--- src/rtl/scan_harness_pkg.sv ---
// Shared types and helpers for the scan I/O harness: controller states and a
// constant-evaluable ceil(log2) used to size the shift counter.
package scan_harness_pkg;

  typedef enum logic [1:0] {
    SHIFT   = 2'd0,
    SETTLE  = 2'd1,
    CAPTURE = 2'd2
  } state_e;

  // Number of bits needed to hold values 0..value-1.
  function automatic int clog2(input int value);
    int r;
    int v;
    r = 0;
    v = value - 1;
    while (v > 0) begin
      r++;
      v = v >> 1;
    end
    return r;
  endfunction

endpackage

--- src/rtl/scan_shreg.sv ---
// Plain left-shifting register with a parallel load that takes priority over
// the shift; used for both the stimulus and the response chains.
module scan_shreg #(
  parameter int W = 8
) (
  input  logic         clk,
  input  logic         rst,
  input  logic         shift,
  input  logic         sin,
  input  logic         load,
  input  logic [W-1:0] pdata,
  output logic [W-1:0] q
);

  logic [W-1:0] q_q;

  // NOTE: sequential state uses non-blocking assignments so every register
  // samples the pre-edge values of its neighbours.
  always_ff @(posedge clk or posedge rst) begin
    if (rst) begin
      q_q <= '0;
    end else if (load) begin
      q_q <= pdata;
    end else if (shift) begin
      q_q <= {q_q[W-2:0], sin};
    end
  end

  assign q = q_q;

endmodule

--- src/rtl/scan_io_harness.sv ---
// Serial-to-parallel scan harness: shifts stimulus in, applies it to the
// region under test, waits SETTLE_N cycles, captures the response and shifts it out.
module scan_io_harness
  import scan_harness_pkg::*;
#(
  parameter int DIN_N    = 256,
  parameter int DOUT_N   = 256,
  parameter int AUTO_STB = 0,
  parameter int SETTLE_N = 0,
  localparam int CW      = clog2(DIN_N + 1)
) (
  input  logic              clk,
  input  logic              rst,
  input  logic              di,
  input  logic              shift_en,
  input  logic              stb,
  output logic              do_o,
  output logic [DIN_N-1:0]  roi_din,
  input  logic [DOUT_N-1:0] roi_dout,
  output logic              busy,
  output logic [CW-1:0]     bit_cnt
);

  state_e             state_q, state_d;
  logic [CW-1:0]      cnt_q, cnt_d;
  logic [7:0]         dly_q, dly_d;
  logic [DIN_N-1:0]   roi_din_q;
  logic [DIN_N-1:0]   in_chain;
  logic [DOUT_N-1:0]  out_chain;
  logic               chain_shift, out_load, din_load;
  logic               auto_stb, strobe;

  localparam logic [CW-1:0] CNT_FULL = CW'(DIN_N);

  // The auto strobe fires on the cycle after the counter reaches full.
  assign auto_stb = (AUTO_STB != 0) && (cnt_q == CNT_FULL);
  assign strobe   = stb || auto_stb;

  // NOTE: every signal driven here gets a default first, so no path can
  // leave one unassigned and infer a latch.
  always_comb begin
    state_d     = state_q;
    cnt_d       = cnt_q;
    dly_d       = dly_q;
    chain_shift = 1'b0;
    out_load    = 1'b0;
    din_load    = 1'b0;
    unique case (state_q)
      SHIFT: begin
        if (strobe) begin
          din_load = 1'b1;
          cnt_d    = '0;
          if (SETTLE_N == 0) begin
            out_load = 1'b1;
          end else begin
            state_d = SETTLE;
            dly_d   = 8'(SETTLE_N);
          end
        end else if (shift_en) begin
          chain_shift = 1'b1;
          if (cnt_q != CNT_FULL) cnt_d = cnt_q + 1'b1;
        end
      end
      SETTLE: begin
        dly_d = dly_q - 8'd1;
        if (dly_q == 8'd1) state_d = CAPTURE;
      end
      CAPTURE: begin
        out_load = 1'b1;
        state_d  = SHIFT;
      end
      default: state_d = SHIFT;
    endcase
  end

  always_ff @(posedge clk or posedge rst) begin
    if (rst) begin
      state_q   <= SHIFT;
      cnt_q     <= '0;
      dly_q     <= '0;
      roi_din_q <= '0;
    end else begin
      state_q <= state_d;
      cnt_q   <= cnt_d;
      dly_q   <= dly_d;
      if (din_load) roi_din_q <= in_chain;
    end
  end

  scan_shreg #(.W(DIN_N)) u_in_chain (
    .clk   (clk),
    .rst   (rst),
    .shift (chain_shift),
    .sin   (di),
    .load  (1'b0),
    .pdata ('0),
    .q     (in_chain)
  );

  // The response chain is refilled with the stimulus as it drains.
  scan_shreg #(.W(DOUT_N)) u_out_chain (
    .clk   (clk),
    .rst   (rst),
    .shift (chain_shift),
    .sin   (in_chain[DIN_N-1]),
    .load  (out_load),
    .pdata (roi_dout),
    .q     (out_chain)
  );

  assign do_o    = out_chain[DOUT_N-1];
  assign roi_din = roi_din_q;
  assign busy    = (state_q != SHIFT);
  assign bit_cnt = cnt_q;

endmodule

--- config.mk ---
export PLATFORM = sky130hd
export DESIGN_NAME = scan_io_harness
export DESIGN_NICKNAME = d
export VERILOG_FILES = /design/src/rtl/scan_harness_pkg.sv /design/src/rtl/scan_shreg.sv /design/src/rtl/scan_io_harness.sv
export SDC_FILE = /design/constraint.sdc
export NUM_CORES = 2
export LEC_CHECK = 0
export ABC_AREA = 1
export CAP_MARGIN = 20
export CORE_AREA = 2 2 245 247
export DETAILED_ROUTE_END_ITERATION = 8
export DIE_AREA = 0 0 247 249
export HOLD_SLACK_MARGIN = 0.03
export PLACE_DENSITY = 0.79
export SETUP_SLACK_MARGIN = 0.2
export SLEW_MARGIN = 20
export SYNTH_ARGS = -nofsm -noshare
export SYNTH_HDL_FRONTEND = slang
export SYNTH_SLANG_ARGS = --single-unit
--- constraint.sdc ---
create_clock -name clk -period 39.5 [get_ports clk]
set_input_delay 9.875 -clock clk [delete_from_list [all_inputs] [get_ports clk]]
set_output_delay 9.875 -clock clk [all_outputs]
set_load 0.1 [all_outputs]
==> flow_metrics.env <==
export IMPL_floorplan_die_area_sq_um=61500
export IMPL_period_minus_slack_ns=14.54
export IMPL_clock_root_buffer="sky130_fd_sc_hd__clkbuf_16"
export IMPL_synth_edff_count=0
export IMPL_synth_lib_cells_used_distinct=24
export IMPL_synth_async_reset_ratio_pct=100.0
export IMPL_ir_worst_vdd_uv=62.83
export IMPL_io_pins=528
export IMPL_post_synth_inst_count=3204
export IMPL_cp_num_buf_inv=5
export IMPL_synth_area_leaders="sky130_fd_sc_hd__dfrtp_1, sky130_fd_sc_hd__nand2_1, sky130_fd_sc_hd__o21ai_0"
export IMPL_slew_headroom_pct=26.41
export IMPL_critical_setup_path_class="in -> reg"
export IMPL_post_drt_wl_per_cell_um=17.63
export IMPL_main_combinational_cell_family_by_area_after_synthesis="compound AO/OA/AOI/OAI gates"
export IMPL_power_leakage_nw=17.37
export IMPL_antenna_found_initial=26
export IMPL_max_freq_mhz=68.79
export IMPL_post_route_period_util_pct=36.80
export IMPL_drive_gt1_share_pct=6.176
export IMPL_post_synth_mux_area_share_pct=0
export IMPL_clock_skew_final_ns=0.02116
export IMPL_critPathTopFamily="buffers and inverters"
export IMPL_cpPeakStageDelay_ns=0.95
export IMPL_wire_length_after_detailed_routing_um=78990
export IMPL_synth_ff_latch_count=777
export IMPL_synth_compound_area_share_pct=15.32
export IMPL_synth_yosys_warnings=0
export IMPL_clock_latency_ns=0.62
export IMPL_arrival_ns=14.99
export IMPL_post_synth_top_count_cell="sky130_fd_sc_hd__nand2_1"
export IMPL_die_w_um=247
export IMPL_cts_buffer_depth=3
export IMPL_tritoncts="done"
export IMPL_synth_xor_area_share_pct=0
export IMPL_drt_pass1_iter_count=5
export IMPL_row_count=89
export IMPL_tritoncts_num_sinks=777
export IMPL_synthDominantAreaCellType="sky130_fd_sc_hd__dfrtp_1"
export IMPL_grt_start_max_net_pins=212
export IMPL_area_growth_pct=26.24
export IMPL_syn_area_per_cell_sq_um=9.681
export IMPL_cts_hold_fix_buffers=0
export IMPL_setup_tns_ns=0
export IMPL_min_path_type="reg -> reg"
export IMPL_synth_sequential_area_ratio_pct=62.68
export IMPL_setup_repair_after_global_routing_missed_its_margin="false"
export IMPL_cts_made_buffers=79
export IMPL_grt_usage_pct=25.94
export IMPL_syn_cell_area_sq_um=31020
export IMPL_cts_htree_levels=3
export IMPL_overflow_left_after_global_routing=0
export IMPL_ys_top_cells_by_count="sky130_fd_sc_hd__nand2_1, sky130_fd_sc_hd__dfrtp_1, sky130_fd_sc_hd__o21ai_0"
export IMPL_critical_path_slowest_cell="sky130_fd_sc_hd__nand2_8"
export IMPL_num_nets_final=3895
export IMPL_synth_simple_gate_area_share_pct=13.33
export IMPL_initial_core_util_pct=52.86
export IMPL_drt_iter0_markers=1760
export IMPL_grt_pass1_vias=23130
export IMPL_syn_num_nets=3467
export IMPL_slew_violations=0
export IMPL_outcome="finished clean"
export IMPL_post_route_drc_count=0
export IMPL_fin_util_pct=66.73
export IMPL_crit_chain="clkbuf_8 > clkinv_8 > nand2_8 > buf_4 > buf_4 > buf_4 > o21ai_0"
export IMPL_design_core_area_sq_um=58690
export IMPL_die_height_um=249
export IMPL_route_detailed_vias_per_inst=5.200
export IMPL_max_cap_violations=0
export IMPL_cts_resized=0
export IMPL_synth_ff_type="sky130_fd_sc_hd__dfrtp_1"
export IMPL_final_hold_violation_count=0
export IMPL_path_clk_slew_ns=0.06
export IMPL_synth_top_cell_area_share_pct=62.68
export IMPL_worst_setup_path_end_kind="flip-flop"
export IMPL_hpwlAfterDp_um=50900
export IMPL_route_antenna_remaining_nets=0
export IMPL_timing_critical_path_fanout_max=211
export IMPL_filler_cell_count=4417
export IMPL_detailroute_via_count=23290
export IMPL_globalplace_congestion=0.8440
export IMPL_adder_cell_fraction_of_synth_area_pct=0.08067
export IMPL_final_setup_viol_count=0
export IMPL_global_route_wire_length_before_repair_um=126400
export IMPL_path_common_cell="sky130_fd_sc_hd__buf_4"
export IMPL_post_cts_setup_buffer_count=0
export IMPL_port_buffer_count=526
export IMPL_power_density_cell_area_nw_per_um2=64.92
export IMPL_required_ns=39.95
export IMPL_critical_path_startpoint_type="input port"
export IMPL_max_slew_worst_pin_slew_ns=1.100
==> worst paths after layout <==
| check | endpoint | from | cells after the start | slack (ns) |
|---|---|---|---|---|
| max in group asynchronous | u_out_chain.q[235] | rst | 5 | 26.53 |
| worst min-delay path | roi_din[255] | roi_din[255] | 2 | 0.48 |
| worst max-delay path | u_in_chain.q[217] | stb | 7 | 24.96 |
| min in group asynchronous | roi_din[81] | rst | 2 | 9.88 |
| worst max register to register | bit_cnt[5] | bit_cnt[0] | 7 | 37.84 |
| worst min register to register | roi_din[255] | roi_din[255] | 2 | 0.48 |
==> final cells by class <==
type | count | area, sq um | share of cell area (%)
Sequential cell | 777 | 19440 | 49.65
Multi-Input combinational cell | 1811 | 8934 | 22.81
Timing Repair Buffer | 546 | 5480 | 13.99
Clock buffer | 113 | 2326 | 5.940
Inverter | 417 | 1590 | 4.061
Tap cell | 773 | 967.2 | 2.470
Clock inverter | 28 | 380.4 | 0.9713
Antenna cell | 15 | 37.54 | 0.09586
==> placed cells by master (no fill, tap or decap), drive strengths merged <==
cell           synthesis  routed
buf                  110      20
bufinv                 0       7
clkbuf                89     114
clkdlybuf4s50          0     525
clkinv                 0      14
clkinvlp               0       2
conb                   1       1
dfrtp                777     777
diode                  0      15
ha                     2       2
inv                  417     422
nand2               1011    1011
nand3                 54      54
nand3b                 1       1
nand4                  1       1
nor2                   9       9
o211ai               120     120
o21ai                517     517
o21bai                 2       2
o221ai                92      92
or2                    1       1
==> power by group <==
group,total (mW),switching [mW],internal (mW)
clock,0.776,0.318,0.458
combinational,0.754,0.578,0.177
sequential,1.01,0.0796,0.932
total,2.54,0.975,1.57
==> per-stage QoR <==
step | setup slack [ns] | power, mW | area [sq um] | cells | hold WS (ns)
5_1_grt | 24.42 | 2.644 | 39150 | 4477 | 0.5006
3_3_place_gp | 24.53 | 1.762 | 36380 | 4323 | 0.4580
3_5_place_dp | 24.38 | 1.776 | 36380 | 4323 | 0.4691
4_1_cts | 24.98 | 2.557 | 39090 | 4464 | 0.4855
6_report | 24.96 | 2.542 | 39160 | 4480 | 0.4772
2_1_floorplan | 7.812 | 1.566 | 31020 | 3204 | 0.4524
==> cells by family after synthesis <==
family | after synthesis
fa+ha+maj | 2
simple gates | 1077
compound gates | 731
buf+inv | 616
other cells | 1
flops | 777
==> sequential cells by signal, indices dropped and copies added (netlist names) <==
signal,cells
u_in_chain.q,256
u_out_chain.q,256
roi_din,256
bit_cnt,9
==> metal layers <==
layer / share of wire (%) / GRT usage [%] / wire length, um
met4: 4.3 / 12.10 / 3358
met1: 41 / 34.39 / 32690
met3: 6.9 / 6.777 / 5471
met5: 0.19 / 0 / 152
met2: 47 / 40.06 / 37320
==> worst register-to-register path: stages, from the launching register on <==
cell and delay, ns:
sky130_fd_sc_hd__dfrtp_1 0.45, sky130_fd_sc_hd__inv_1 0.12, sky130_fd_sc_hd__ha_1 0.15, sky130_fd_sc_hd__nand2_1 0.04, sky130_fd_sc_hd__nor2_1 0.08, sky130_fd_sc_hd__nand4_1 0.14
sky130_fd_sc_hd__nand2_1 0.37, sky130_fd_sc_hd__o21ai_0 0.18
Note: power is estimated with default switching activity, not from simulation.
